`src/rtl/context_pkt_parser.sv`:
```
// Receive-side decoder for fifo36 context packets: checks framing, extracts stream ID,
// VITA time, message and sequence number, and holds the result until acknowledged.
module context_pkt_parser #(
    parameter int PROT_ENG_FLAGS = 0
) (
    input  logic        clk,
    input  logic        reset,
    input  logic        clear,
    input  logic [35:0] data_i,
    input  logic        src_rdy_i,
    output logic        dst_rdy_o,
    output logic        pkt_valid_o,
    input  logic        pkt_ack_i,
    output logic [31:0] streamid_o,
    output logic [63:0] vita_time_o,
    output logic [31:0] message_o,
    output logic [31:0] seqnum_o,
    output logic [15:0] err_count_o
);

    // The optional PE word is consumed by whichever state sees its SOF, so HDR follows it directly.
    typedef enum logic [3:0] {
        S_IDLE, S_HDR, S_SID, S_SECS, S_THI, S_TLO, S_MSG, S_SEQ, S_DRAIN, S_HOLD
    } state_t;

    state_t      state_q, state_d;
    logic [31:0] sid_q, secs_q, tlo_q, msg_q;
    logic [31:0] streamid_q, message_q, seqnum_q;
    logic [63:0] vita_q;
    logic [15:0] err_q;

    logic [31:0] payload;
    logic        sof, eof, xfer, hdr_ok;
    logic        err_evt, load_out;
    state_t      start_state;
    logic        start_err;
    logic        occ_unused;

    assign payload    = data_i[31:0];
    assign sof        = data_i[32];
    assign eof        = data_i[33];
    assign occ_unused = ^data_i[35:34];
    assign hdr_ok     = (payload[31:28] == 4'h4) && (payload[15:0] == 16'd7);
    assign dst_rdy_o  = (state_q != S_HOLD);
    assign xfer       = src_rdy_i & dst_rdy_o;

    // Outcome of a SOF word, shared by IDLE and by a mid-packet restart.
    always_comb begin
        start_state = S_SID;
        start_err   = 1'b0;
        if (PROT_ENG_FLAGS != 0) begin
            start_state = S_HDR;
        end else if (eof) begin
            start_state = S_IDLE;
            start_err   = 1'b1;
        end else if (!hdr_ok) begin
            start_state = S_DRAIN;
            start_err   = 1'b1;
        end
    end

    always_comb begin
        state_d  = state_q;
        err_evt  = 1'b0;
        load_out = 1'b0;
        if (clear) begin
            state_d = S_IDLE;
        end else begin
            case (state_q)
                S_IDLE: begin
                    if (xfer && sof) begin
                        state_d = start_state;
                        err_evt = start_err;
                    end
                end
                S_HOLD: begin
                    if (pkt_ack_i) state_d = S_IDLE;
                end
                S_DRAIN: begin
                    if (xfer && eof) state_d = S_IDLE;
                end
                default: begin
                    if (xfer) begin
                        if (sof) begin
                            state_d = start_state;
                            err_evt = 1'b1;
                        end else if (eof && state_q != S_SEQ) begin
                            state_d = S_IDLE;
                            err_evt = 1'b1;
                        end else begin
                            case (state_q)
                                S_HDR: begin
                                    state_d = hdr_ok ? S_SID : S_DRAIN;
                                    err_evt = !hdr_ok;
                                end
                                S_SID:  state_d = S_SECS;
                                S_SECS: state_d = S_THI;
                                S_THI: begin
                                    state_d = (payload == 32'd0) ? S_TLO : S_DRAIN;
                                    err_evt = (payload != 32'd0);
                                end
                                S_TLO:  state_d = S_MSG;
                                S_MSG:  state_d = S_SEQ;
                                S_SEQ: begin
                                    if (eof) begin
                                        state_d  = S_HOLD;
                                        load_out = 1'b1;
                                    end else begin
                                        state_d = S_DRAIN;
                                        err_evt = 1'b1;
                                    end
                                end
                                default: state_d = S_IDLE;
                            endcase
                        end
                    end
                end
            endcase
        end
    end

    always_ff @(posedge clk or posedge reset) begin
        if (reset) begin
            state_q    <= S_IDLE;
            sid_q      <= '0;
            secs_q     <= '0;
            tlo_q      <= '0;
            msg_q      <= '0;
            streamid_q <= '0;
            vita_q     <= '0;
            message_q  <= '0;
            seqnum_q   <= '0;
            err_q      <= '0;
        end else begin
            state_q <= state_d;
            if (xfer) begin
                case (state_q)
                    S_SID:   sid_q  <= payload;
                    S_SECS:  secs_q <= payload;
                    S_TLO:   tlo_q  <= payload;
                    S_MSG:   msg_q  <= payload;
                    default: ;
                endcase
            end
            // Published fields move only when a complete packet enters HOLD.
            if (load_out) begin
                streamid_q <= sid_q;
                vita_q     <= {secs_q, tlo_q};
                message_q  <= msg_q;
                seqnum_q   <= payload;
            end
            if (err_evt && err_q != 16'hFFFF) err_q <= err_q + 16'd1;
        end
    end

    assign pkt_valid_o = (state_q == S_HOLD);
    assign streamid_o  = streamid_q;
    assign vita_time_o = vita_q;
    assign message_o   = message_q;
    assign seqnum_o    = seqnum_q;
    assign err_count_o = err_q;

endmodule
```
`config.mk`:
```
export PLATFORM = sky130hd
export DESIGN_NAME = context_pkt_parser
export DESIGN_NICKNAME = d
export VERILOG_FILES = /design/src/rtl/context_pkt_parser.sv
export SDC_FILE = /design/constraint.sdc
export NUM_CORES = 1
export LEC_CHECK = 0
export ABC_CLOCK_PERIOD_IN_PS = 34400
export CORE_ASPECT_RATIO = 0.8
export CORE_MARGIN = 4
export CORE_UTILIZATION = 35
export DETAILED_ROUTE_END_ITERATION = 12
export GPL_TIMING_DRIVEN = 0
export PLACE_DENSITY = 0.61
export SLEW_MARGIN = 10
export SYNTH_ARGS = -nofsm -noshare
export SYNTH_HDL_FRONTEND = slang
export SYNTH_SLANG_ARGS = --single-unit
```
`constraint.sdc`:
```
create_clock -name clk -period 34.4 [get_ports clk]
set_clock_uncertainty 0.1 [all_clocks]
set_input_delay 6.88 -clock clk [delete_from_list [all_inputs] [get_ports clk]]
set_output_delay 6.88 -clock clk [all_outputs]
set_load 0.02 [all_outputs]
```
* Word-level counts from Yosys, hierarchy flattened
Index checks and enable logic that the tools add are counted.
Cells by class: add/subtract/negate cells 1, bitwise gates (word level) 1, equality and inequality tests 17, reduce and logical (&&, ||, !) cells 17, mux-type cells 30
Operators with widths (count):
- $mux W4 | 10
- $logic_not A32 Y1 | 1
- $reduce_bool A32 Y1 | 1
- $pmux W4 S7 | 1
- $eq A4 B3 Y1 const B | 5
- $add A16 B1 Y16 const B | 1
- $eq A16 B3 Y1 const B | 1
- $mux W1 | 16
- $ne A16 B16 Y1 const B | 1
- $pmux W4 S3 | 1
- $eq A4 B2 Y1 const B | 2
- $eq A4 B4 Y1 const B | 2
- $reduce_and A2 Y1 | 4
- $ne A3 B3 Y1 const B | 2
- $logic_and A1 B1 Y1 | 5
- $reduce_bool A5 Y1 | 1
- $eq A4 B1 Y1 const B | 1
- $logic_not A4 Y1 | 1
- $ne A4 B3 Y1 const B | 1
- $ne A4 B4 Y1 const B | 1
- $reduce_and A4 Y1 | 1
- $ne A3 B2 Y1 const B | 1
- $pmux W1 S3 | 1
- $reduce_or A3 Y1 | 1
- other kinds (4) | 4
Word-level totals: register bits 308, bits of input ports 41, output and inout port bits 178

* Longest topological paths before layout
Gate-level depths: netlist of the first run.
depth after elaboration 10, mapped depth 8, mapped depth without buffers 7

* Worst setup path after synthesis of the first run
No wires, ideal clock.
path kind input to register, start point in data_i[33], end point reg seqnum_q[19] (netlist: seqnum_o[19]), cell stages on the path 6, path slack 25821 ps, data arrival time 8354 ps, data required time 34175 ps, buffers on the path 3, cells stage by stage clkbuf_1 -> nand2b_1 -> nor4_2 -> buf_4 -> buf_4 -> mux2_2
Between the ends: word-level cells in the longest chain between the ends 7, elaborated cells between the ends (all ways) 8
RTL lines:
- start: declaration | RTL line 9 | input logic [35:0] data_i,
- $mux W1 | RTL line 105 | if (eof) begin
- $mux W1 | RTL line 91 | case (state_q)
- $mux W1 (*) | RTL line 87 | end else if (eof && state_q != S_SEQ) begin
- $mux W1 (*) | RTL line 84 | if (sof) begin
- $mux W1 (*) | RTL line 83 | if (xfer) begin
- $mux W1 (*) | RTL line 69 | case (state_q)
- $mux W1 (*) | RTL line 66 | if (clear) begin
- end signal: assignment | RTL line 150 | seqnum_q <= payload;
- end: declaration | RTL line 28 | logic [31:0] streamid_q, message_q, seqnum_q;
Every way passes the cells marked *; elsewhere a longest branch is shown, timed or not. A chain may end at the register's enable or synchronous reset.

* Worst setup path in the final report of the first run
start point reg state_q[0], end point out pkt_valid_o
Between the ends: word-level cells in the longest chain between the ends 1
RTL lines:
- start: declaration | RTL line 26 | state_t state_q, state_d;
- start signal: assignment | RTL line 135 | state_q <= state_d;
- $eq A4 B4 Y1 | RTL line 156 | assign pkt_valid_o = (state_q == S_HOLD);
- end: declaration | RTL line 12 | output logic pkt_valid_o,
No other way between the ends.

==> flow_metrics.tcl, run 1 <==
set metrics [dict create \
    final_layout_size_suffix_gt1_share_pct 34.1 \
    antennaDiodeCount 0 \
    grt_pass1_wl_um 47300 \
    peakVddDrop_uv 32.9 \
    insertion_delay_ns 0.52 \
    stdcell_area_um2 16000 \
    slowest_stage "clkdlybuf4s50_1" \
    post-place-ws_ns 24.31 \
    rsz0062_at_grt "false" \
    cp.arrival_ns 2.64 \
    synth_cells 775 \
    status "complete, no violations" \
    min_period_ns 9.62 \
    fillerInstances 3016 \
    gp_congestion 0.784 \
    p_sw_share_pct 22.1 \
    ctsResizeCount 0 \
    vias 7318 \
    boundaryPins 219 \
    path_class "flip-flop to output port" \
    tightest_slew_ns 0.960 \
    hold_path.class "flip-flop to flip-flop" \
    clock_path_buffers 3 \
    hold_viol_final 0 \
    start_kind "flip-flop" \
    area_growth_pct 32.4 \
    min_path_cells 1 \
    async_reset_ff_share_pct 100 \
    regArea_um2 7710 \
    nNetsFinal 1070 \
    p_switching_mw 0.180 \
    die_area_um2 37500 \
    slew_headroom_pct 35.5 \
    multi_input_area_um2 4120 \
    dp_hpwl_um 20400 \
    min_to "streamid_o[4]$_DFFE_PP0P_" \
    die_height_um 174 \
    power-per-cell-area_nw_per_um2 50.9 \
    wl_per_cell_um 20.4 \
    synth.distinct_cells 47 \
    crit_fanout 10 \
    yosys_warnings 0 \
    post-route-period-util_pct 28.0 \
    core_region_area_um2 33800 \
    synth_edf_count 0 \
    mostFrequentLayoutCells "308 x dfrtp_1, 271 x mux2_2, 215 x clkdlybuf4s50_1" \
    path_clk_slew_ns 0.06 \
    fmax_ghz 0.104 \
    min_from "sid_q[4]$_DFFE_PP0P_" \
    drc_errors 0 \
    finalNonFillerCells 1486 \
    initial_utilization_pct 35.7 \
    utilization_pct 47.2 \
    drv_slew 0 \
    place_inst 1426 \
    firstDrtPassIters 4 \
    regToRegEndpoint "seqnum_o[24]$_DFFE_PP0P_" \
    grt_pass1_vias 7631 \
    h-tree-depth 2 \
    cts_tree "yes" \
    die_w_um 215 \
    mostFrequentLayoutCell "dfrtp_1" \
    required_ns 27.42 \
    routed.top_layer "met4" \
    wl_met2_um 13700 \
    max-cap-violations 0 \
    seq_area_frac_synth_pct 63.9 \
    postSynthAreaPerCell_um2 15.6 \
    ff2ff_setup_slack_ns 31.62 \
    vias_per_cell 4.92 \
    ff2ff_path_depth 6 \
    drtIter0Drc 381 \
    cp-end-kind "output port" \
    antenna_found_initial 1 \
    synth_seq_cells 308 \
    cts_num_sinks 308 \
    synth_top_area_share_pct 63.9 \
    ant_nets 0 \
    synthTopCellsByArea "dfrtp_1 64%, mux2_2 25%, mux2_1 1.9%, xor2_1 0.87%, nor4_1 0.73%" \
    wirelength_um 30400 \
    tns_ns 0 \
    place_area_um2 14800 \
    r2r_start "state_q[2]$_DFFE_PP0P_" \
    postCtsSetupRepairBufs 0 \
    track_usage_pct 16.1 \
    power_mw 0.812 \
    hold_buffers 0 \
    gr-total-overflow 0 \
    p_int_mw 0.632 \
    finalSetupViolations 0 \
    p_leak_nw 7.57 \
    crit_chain "buf_2 -> buf_1 -> nand2_1 -> or3_1 -> inv_1 -> clkdlybuf4s50_1" \
    ys.flop_type "dfrtp_1" \
    grt_max_degree 115 \
    port-buffer-count 215 \
    syn_nets 817 \
    finalHoldWorstSlack_ns 0.381 \
    wl_met1_um 14100 \
    timing.final.ws_setup_ns 24.78 \
    power_frac_seq_pct 48.1 \
    p_comb_share_pct 6.2 \
    num_rows 60 \
    syn-cell-area_um2 12100 \
    yosysTopAreaCell "dfrtp_1" \
    clockPowerShare_pct 45.6 \
    cpPeakStageDelay_ns 0.60 \
    cts_made_buffers 34 \
    wl_met3_um 2110 \
    cts_root_buffer "clkbuf_16" \
]
## logic make-up (layout without fill, tap and decap cells)
group,Yosys count,in the layout,synth area share [%]
and+or+nand+nor,91,91,4.31
DFF,308,308,63.9
adders and majority gates,1,1,0.104
buffers and inverters,42,319,1.87
AOI/OAI and AO/OA,27,27,1.50
muxes,292,292,27.3
xor gates and xnor gates,14,14,1.02
## cell usage after synthesis, types with 2 or more instances
cell,instances
dfrtp_1,308
mux2_2,271
mux2_1,20
nand2_1,19
buf_2,15
nor2_1,15
nor4_1,14
xor2_1,12
buf_4,11
clkbuf_1,8
nand4_1,7
inv_1,6
nand3_1,6
nor3_1,6
o21ai_0,6
a21oi_1,5
nand2b_1,5
nor4_2,3
a211o_1,2
a211oi_1,2
a31oi_1,2
and4_1,2
nor2b_1,2
nor3b_1,2
nor4b_1,2
o21bai_1,2
xnor2_1,2
## worst max-delay path by stage
stage / start / to / slack (ns) / cells after the start
after floorplan: reset / err_count_o[0]$_DFFE_PP0P_ / 18.90 / 1
after global placement: reset / seqnum_o[4]$_DFFE_PP0P_ / 14.77 / 2
after detailed placement: data_i[16] / err_count_o[15]$_DFFE_PP0P_ / 24.31 / 7
after CTS: state_q[0]$_DFFE_PP0P_ / pkt_valid_o / 24.74 / 6
after global routing: state_q[0]$_DFFE_PP0P_ / pkt_valid_o / 24.64 / 6
final: state_q[0]$_DFFE_PP0P_ / pkt_valid_o / 24.78 / 6
## sequential cells by signal (all words and copies together), names as in the netlist, 16 cells and up
signal / count
err_count_o: 16
message_o: 32
msg_q: 32
secs_q: 32
seqnum_o: 32
sid_q: 32
streamid_o: 32
tlo_q: 32
vita_time_o: 64
## power by group through the flow
stage,registers [mW],logic [mW],clock network (mW)
4_1_cts,0.391,0.0520,0.383
5_1_grt,0.393,0.0561,0.399
2_1_floorplan,0.398,0.0278,0
3_5_place_dp,0.397,0.0518,0
3_3_place_gp,0.397,0.0499,0
6_report,0.391,0.0505,0.370
## per-layer routing
layer,global-route usage [%],vias to the layer above
met5,0,-
met4,3.81,0
met3,5.17,39
met2,24.9,175
met1,22.3,3817
li1,-,3287
## worst max-delay path, delay by kind of cell, from the launching register on
kind,cells,cell delay (ns)
buffers and inverters,4,1.25
DFF,1,0.32
and+or+nand+nor,2,0.57
## layout make-up
cell class | count | share of cell area [%]
Inverter | 6 | 0.188
Clock buffer | 50 | 6.36
Multi-Input combinational cell | 425 | 25.8
Clock inverter | 10 | 0.815
Buffer | 36 | 1.27
Timing Repair Buffer | 217 | 13.8
Sequential cell | 308 | 48.3
Tap cell | 434 | 3.40
(Power assumes the default switching activity.)
==> inputs of run 2 (changes only) <==
--- a/config.mk
+++ b/config.mk
@@ -5,7 +5,7 @@
 export SDC_FILE = /design/constraint.sdc
 export NUM_CORES = 1
 export LEC_CHECK = 0
-export ABC_CLOCK_PERIOD_IN_PS = 34400
+export ABC_CLOCK_PERIOD_IN_PS = 9000
 export CORE_ASPECT_RATIO = 0.8
 export CORE_MARGIN = 4
 export CORE_UTILIZATION = 35
==> constraint.sdc (replaced) <==
create_clock -name clk -period 9 [get_ports clk]
set_clock_uncertainty 0.1 [all_clocks]
set_input_delay 1.8 -clock clk [delete_from_list [all_inputs] [get_ports clk]]
set_output_delay 1.8 -clock clk [all_outputs]
set_load 0.02 [all_outputs]
==> flow_metrics.tcl, run 2 (synthesized netlist as in run 1, its figures left out) <==
set metrics [dict create \
    status "complete, no violations" \
    cp-end-kind "output port" \
    insertion_delay_ns 0.53 \
    required_ns 7.10 \
    grt.busiest_layer "met2" \
    wirelength_um 30600 \
    hold_buffers 0 \
    finalNonFillerCells 1494 \
    tightest_slew_ns 0.916 \
    finalSetupViolations 0 \
    grt_util_met3_pct 4.81 \
    use_met2_pct 24.8 \
    place_inst 1433 \
    track_usage_pct 16.3 \
    start_kind "flip-flop" \
    crit_fanout 10 \
    hold_viol_final 0 \
    place_area_um2 14900 \
    tns_ns 0 \
    h-tree-depth 2 \
    firstDrtPassIters 4 \
    cts_root_buffer "clkbuf_16" \
    nNetsFinal 1077 \
    vias 7371 \
    vias_per_cell 4.93 \
    ant_nets 0 \
    drtIter0Drc 310 \
    slew_headroom_pct 38.4 \
    gr-total-overflow 0 \
    core_region_area_um2 33800 \
    antennaDiodeCount 0 \
    gp_congestion 0.762 \
    grt_util_met1_pct 22.8 \
    drc_errors 0 \
    grt_max_degree 39 \
    grt_pass1_vias 7817 \
    cts_tree "yes" \
    dp_hpwl_um 21100 \
    initial_utilization_pct 35.7 \
    area_growth_pct 33.0 \
    power-per-cell-area_nw_per_um2 190 \
    peakVddDrop_uv 165 \
    path_class "flip-flop to output port" \
    fillerInstances 3061 \
    postCtsSetupRepairBufs 0 \
    largest_reg_flops 64 \
    max-cap-violations 0 \
    hold_path.class "flip-flop to flip-flop" \
    die_area_um2 37500 \
    final_layout_size_suffix_gt1_share_pct 34.7 \
    p_leak_nw 7.60 \
    wl_per_cell_um 20.5 \
    min_period_ns 4.53 \
    cts_num_sinks 308 \
    ctsResizeCount 0 \
    clock_path_buffers 3 \
    die_height_um 174 \
    boundaryPins 219 \
    rsz0062_at_grt "false" \
    die_w_um 215 \
    stdcell_area_um2 16000 \
    mostFrequentLayoutCells "308 x dfrtp_1, 271 x mux2_2, 215 x clkdlybuf4s50_1" \
    path_clk_slew_ns 0.06 \
    num_rows 60 \
    post-route-period-util_pct 50.4 \
    cts_made_buffers 34 \
    drv_slew 0 \
    fmax_ghz 0.221 \
    utilization_pct 47.5 \
    grt_pass1_wl_um 47600 \
    mostFrequentLayoutCell "dfrtp_1" \
    cp.arrival_ns 2.63 \
    antenna_found_initial 1 \
    port-buffer-count 215 \
]
-- run 2: area by class of cell --
| type | count | area (µm²) | area share (%) |
|---|---|---|---|
| sequential | 308 | 7710 | 48.1 |
| multi-input combinational | 425 | 4120 | 25.7 |
| timing repair buffer | 224 | 2330 | 14.5 |
| clock buffer | 50 | 991 | 6.18 |
| tap | 434 | 543 | 3.39 |
| buffer | 36 | 203 | 1.26 |
| clock inverter | 11 | 108 | 0.671 |
| inverter | 6 | 26.3 | 0.164 |
-- run 2: report_power, final --
part           internal (mW)  switching, mW
registers               1.45         0.0384
clock network          0.798          0.561
logic                 0.0992         0.0997
-- run 2: per-stage QoR --
step                hold slack [ns]  setup WS [ns]  power [mW]
floorplan                     0.359           3.00        1.63
global placement              0.366          0.725        1.71
detailed placement            0.374           3.99        1.72
CTS                           0.387           4.44        3.10
global route                  0.399           4.31        3.19
finish                        0.383           4.47        3.05
-- run 2: worst max-delay path: stages, from the launching register on --
cell and delay [ns]:
dfrtp_1 0.31, buf_2 0.19, buf_1 0.34, nand2_1 0.18, or3_1 0.41, inv_1 0.08, clkdlybuf4s50_1 0.60
-- run 2: final timing paths --
kind / slack, ns / from / endpoint / cells past startpoint
worst max-delay path: 4.47 / state_q[0]$_DFFE_PP0P_ / pkt_valid_o / 6
worst min-delay path: 0.38 / streamid_o[3]$_DFFE_PP0P_ / streamid_o[3]$_DFFE_PP0P_ / 1
worst max register to register: 6.29 / state_q[2]$_DFFE_PP0P_ / seqnum_o[24]$_DFFE_PP0P_ / 6
worst min register to register: 0.38 / streamid_o[3]$_DFFE_PP0P_ / streamid_o[3]$_DFFE_PP0P_ / 1
max in group asynchronous: 5.73 / reset / seqnum_o[12]$_DFFE_PP0P_ / 7
min in group asynchronous: 1.57 / reset / err_count_o[11]$_DFFE_PP0P_ / 2
-- run 2: per-layer routing --
layer	wire length (µm)	vias up
met5	0	-
met3	1940	48
met4	678	0
met1	14400	3832
li1	-	3295
met2	13600	196
==> inputs of run 3 (changes only) <==
--- a/config.mk
+++ b/config.mk
@@ -5,13 +5,13 @@
 export SDC_FILE = /design/constraint.sdc
 export NUM_CORES = 1
 export LEC_CHECK = 0
-export ABC_CLOCK_PERIOD_IN_PS = 9000
+export ABC_CLOCK_PERIOD_IN_PS = 4059
 export CORE_ASPECT_RATIO = 0.8
 export CORE_MARGIN = 4
 export CORE_UTILIZATION = 35
 export DETAILED_ROUTE_END_ITERATION = 12
 export GPL_TIMING_DRIVEN = 0
-export PLACE_DENSITY = 0.61
+export PLACE_DENSITY = 0.63
 export SLEW_MARGIN = 10
 export SYNTH_ARGS = -nofsm -noshare
 export SYNTH_HDL_FRONTEND = slang
==> constraint.sdc (replaced) <==
create_clock -name clk -period 4.06 [get_ports clk]
set_clock_uncertainty 0.1 [all_clocks]
set_input_delay 0.812 -clock clk [delete_from_list [all_inputs] [get_ports clk]]
set_output_delay 0.812 -clock clk [all_outputs]
set_load 0.02 [all_outputs]
==> flow_metrics.tcl, run 3 (synthesized netlist as in run 1, its figures left out) <==
set metrics [dict create \
    initial_utilization_pct 35.7 \
    hold_path.class "flip-flop to flip-flop" \
    ff2ff_setup_slack_ns 1.33 \
    p_int_mw 5.24 \
    status "complete, no violations" \
    cts_root_buffer "clkbuf_16" \
    num_rows 60 \
    track_usage_pct 16.2 \
    place_inst 1433 \
    nNetsFinal 1077 \
    cp-end-kind "output port" \
    p_sw_share_pct 22.3 \
    wirelength_um 30500 \
    hold_buffers 0 \
    peakVddDrop_uv 381 \
    cts_tree "yes" \
    vias_per_cell 4.92 \
    path_class "flip-flop to output port" \
    rsz0062_at_grt "false" \
    core_region_area_um2 33800 \
    firstDrtPassIters 4 \
    cts_num_sinks 308 \
    drv_slew 0 \
    gr-total-overflow 0 \
    finalNonFillerCells 1492 \
    port-buffer-count 215 \
    grt_util_met1_pct 22.7 \
    antennaDiodeCount 0 \
    cp.arrival_ns 2.67 \
    required_ns 3.15 \
    regToRegEndpoint "message_o[29]$_DFFE_PP0P_" \
    drtIter0Drc 239 \
    insertion_delay_ns 0.52 \
    power_frac_seq_pct 49.1 \
    r2r_start "state_q[2]$_DFFE_PP0P_" \
    start_kind "flip-flop" \
    p_leak_nw 7.60 \
    mostFrequentLayoutCell "dfrtp_1" \
    min_from "sid_q[5]$_DFFE_PP0P_" \
    fmax_ghz 0.279 \
    grt_pass1_vias 7822 \
    gp_congestion 0.759 \
    largest_reg_flops 64 \
    vias 7335 \
    die_area_um2 37500 \
    post-place-ws_ns 0.113 \
    p_switching_mw 1.51 \
    drc_errors 0 \
    power-per-cell-area_nw_per_um2 421 \
    grt_max_degree 39 \
    cts_made_buffers 34 \
    die_w_um 215 \
    min_path_cells 1 \
    clock_path_buffers 3 \
    wl_per_cell_um 20.4 \
    dp_hpwl_um 21300 \
    final_layout_size_suffix_gt1_share_pct 34.3 \
    slew_headroom_pct 34.9 \
    ctsResizeCount 0 \
    min_to "streamid_o[5]$_DFFE_PP0P_" \
    timing.final.ws_setup_ns 0.481 \
    ant_nets 0 \
    max-cap-violations 0 \
    die_height_um 174 \
    area_growth_pct 32.9 \
    post-route-period-util_pct 88.2 \
    clockPowerShare_pct 44.3 \
    min_period_ns 3.58 \
    grt.busiest_layer "met2" \
    path_clk_slew_ns 0.06 \
    ff2ff_path_depth 6 \
    p_comb_share_pct 6.6 \
    use_met2_pct 25.3 \
    h-tree-depth 2 \
    hold_viol_final 0 \
    boundaryPins 219 \
    tightest_slew_ns 0.968 \
    postCtsSetupRepairBufs 0 \
    grt_util_met3_pct 4.70 \
    grt_pass1_wl_um 47800 \
    crit_fanout 10 \
    antenna_found_initial 1 \
    finalSetupViolations 0 \
    mostFrequentLayoutCells "308 x dfrtp_1, 271 x mux2_2, 215 x clkdlybuf4s50_1" \
]
[run 3: routing by layer]
metal | wire length [µm] | up-vias
li1 | - | 3300
met1 | 14200 | 3804
met2 | 13800 | 181
met3 | 1920 | 48
met4 | 541 | 2
met5 | 13 | -
[run 3: worst max-delay path, stage by stage, from the launching register on]
cell	delay [ns]
dfrtp_1	0.31
buf_2	0.21
buf_1	0.38
nand2_1	0.17
or3_1	0.41
inv_1	0.08
clkdlybuf4s50_1	0.60
[run 3: how the worst max path moves through the flow]
stage	slack [ns]	depth (start not counted)	endpoint	start
6_report	0.48	6	pkt_valid_o	state_q[0]$_DFFE_PP0P_
5_1_grt	0.34	6	pkt_valid_o	state_q[0]$_DFFE_PP0P_
4_1_cts	0.46	6	pkt_valid_o	state_q[0]$_DFFE_PP0P_
3_3_place_gp	-3.23	2	vita_time_o[48]$_DFFE_PP0P_	reset
3_5_place_dp	0.11	7	err_count_o[15]$_DFFE_PP0P_	data_i[16]
2_1_floorplan	-0.95	1	err_count_o[0]$_DFFE_PP0P_	reset
[run 3: power groups by stage]
stage / clock network [mW] / registers, mW / logic [mW]
floorplan: 0 / 3.37 / 0.236
global placement: 0 / 3.36 / 0.421
detailed placement: 0 / 3.37 / 0.456
CTS: 3.11 / 3.31 / 0.458
global route: 3.22 / 3.33 / 0.498
finish: 2.99 / 3.31 / 0.445
[run 3: area by class of cell]
type | instances | area [µm²]
fill | 3010 | 17800
sequential | 308 | 7710
multi-input combinational | 425 | 4120
timing repair buffer | 224 | 2340
clock buffer | 54 | 1030
tap | 434 | 543
buffer | 36 | 203
clock inverter | 5 | 53.8
inverter | 6 | 26.3
[run 3: per-stage QoR]
| step | utilization [%] | setup TNS [ns] | power, mW | cell area (µm²) | hold slack [ns] |
|---|---|---|---|---|---|
| after floorplan | - | -292.89 | 3.61 | 12100 | 0.359 |
| after global placement | 43.7 | -987.53 | 3.78 | 14800 | 0.365 |
| after detailed placement | 44.2 | 0 | 3.82 | 14900 | 0.374 |
| after CTS | 47.4 | 0 | 6.88 | 16000 | 0.387 |
| after global routing | 47.4 | 0 | 7.05 | 16000 | 0.398 |
| final | 47.4 | 0 | 6.75 | 16000 | 0.384 |
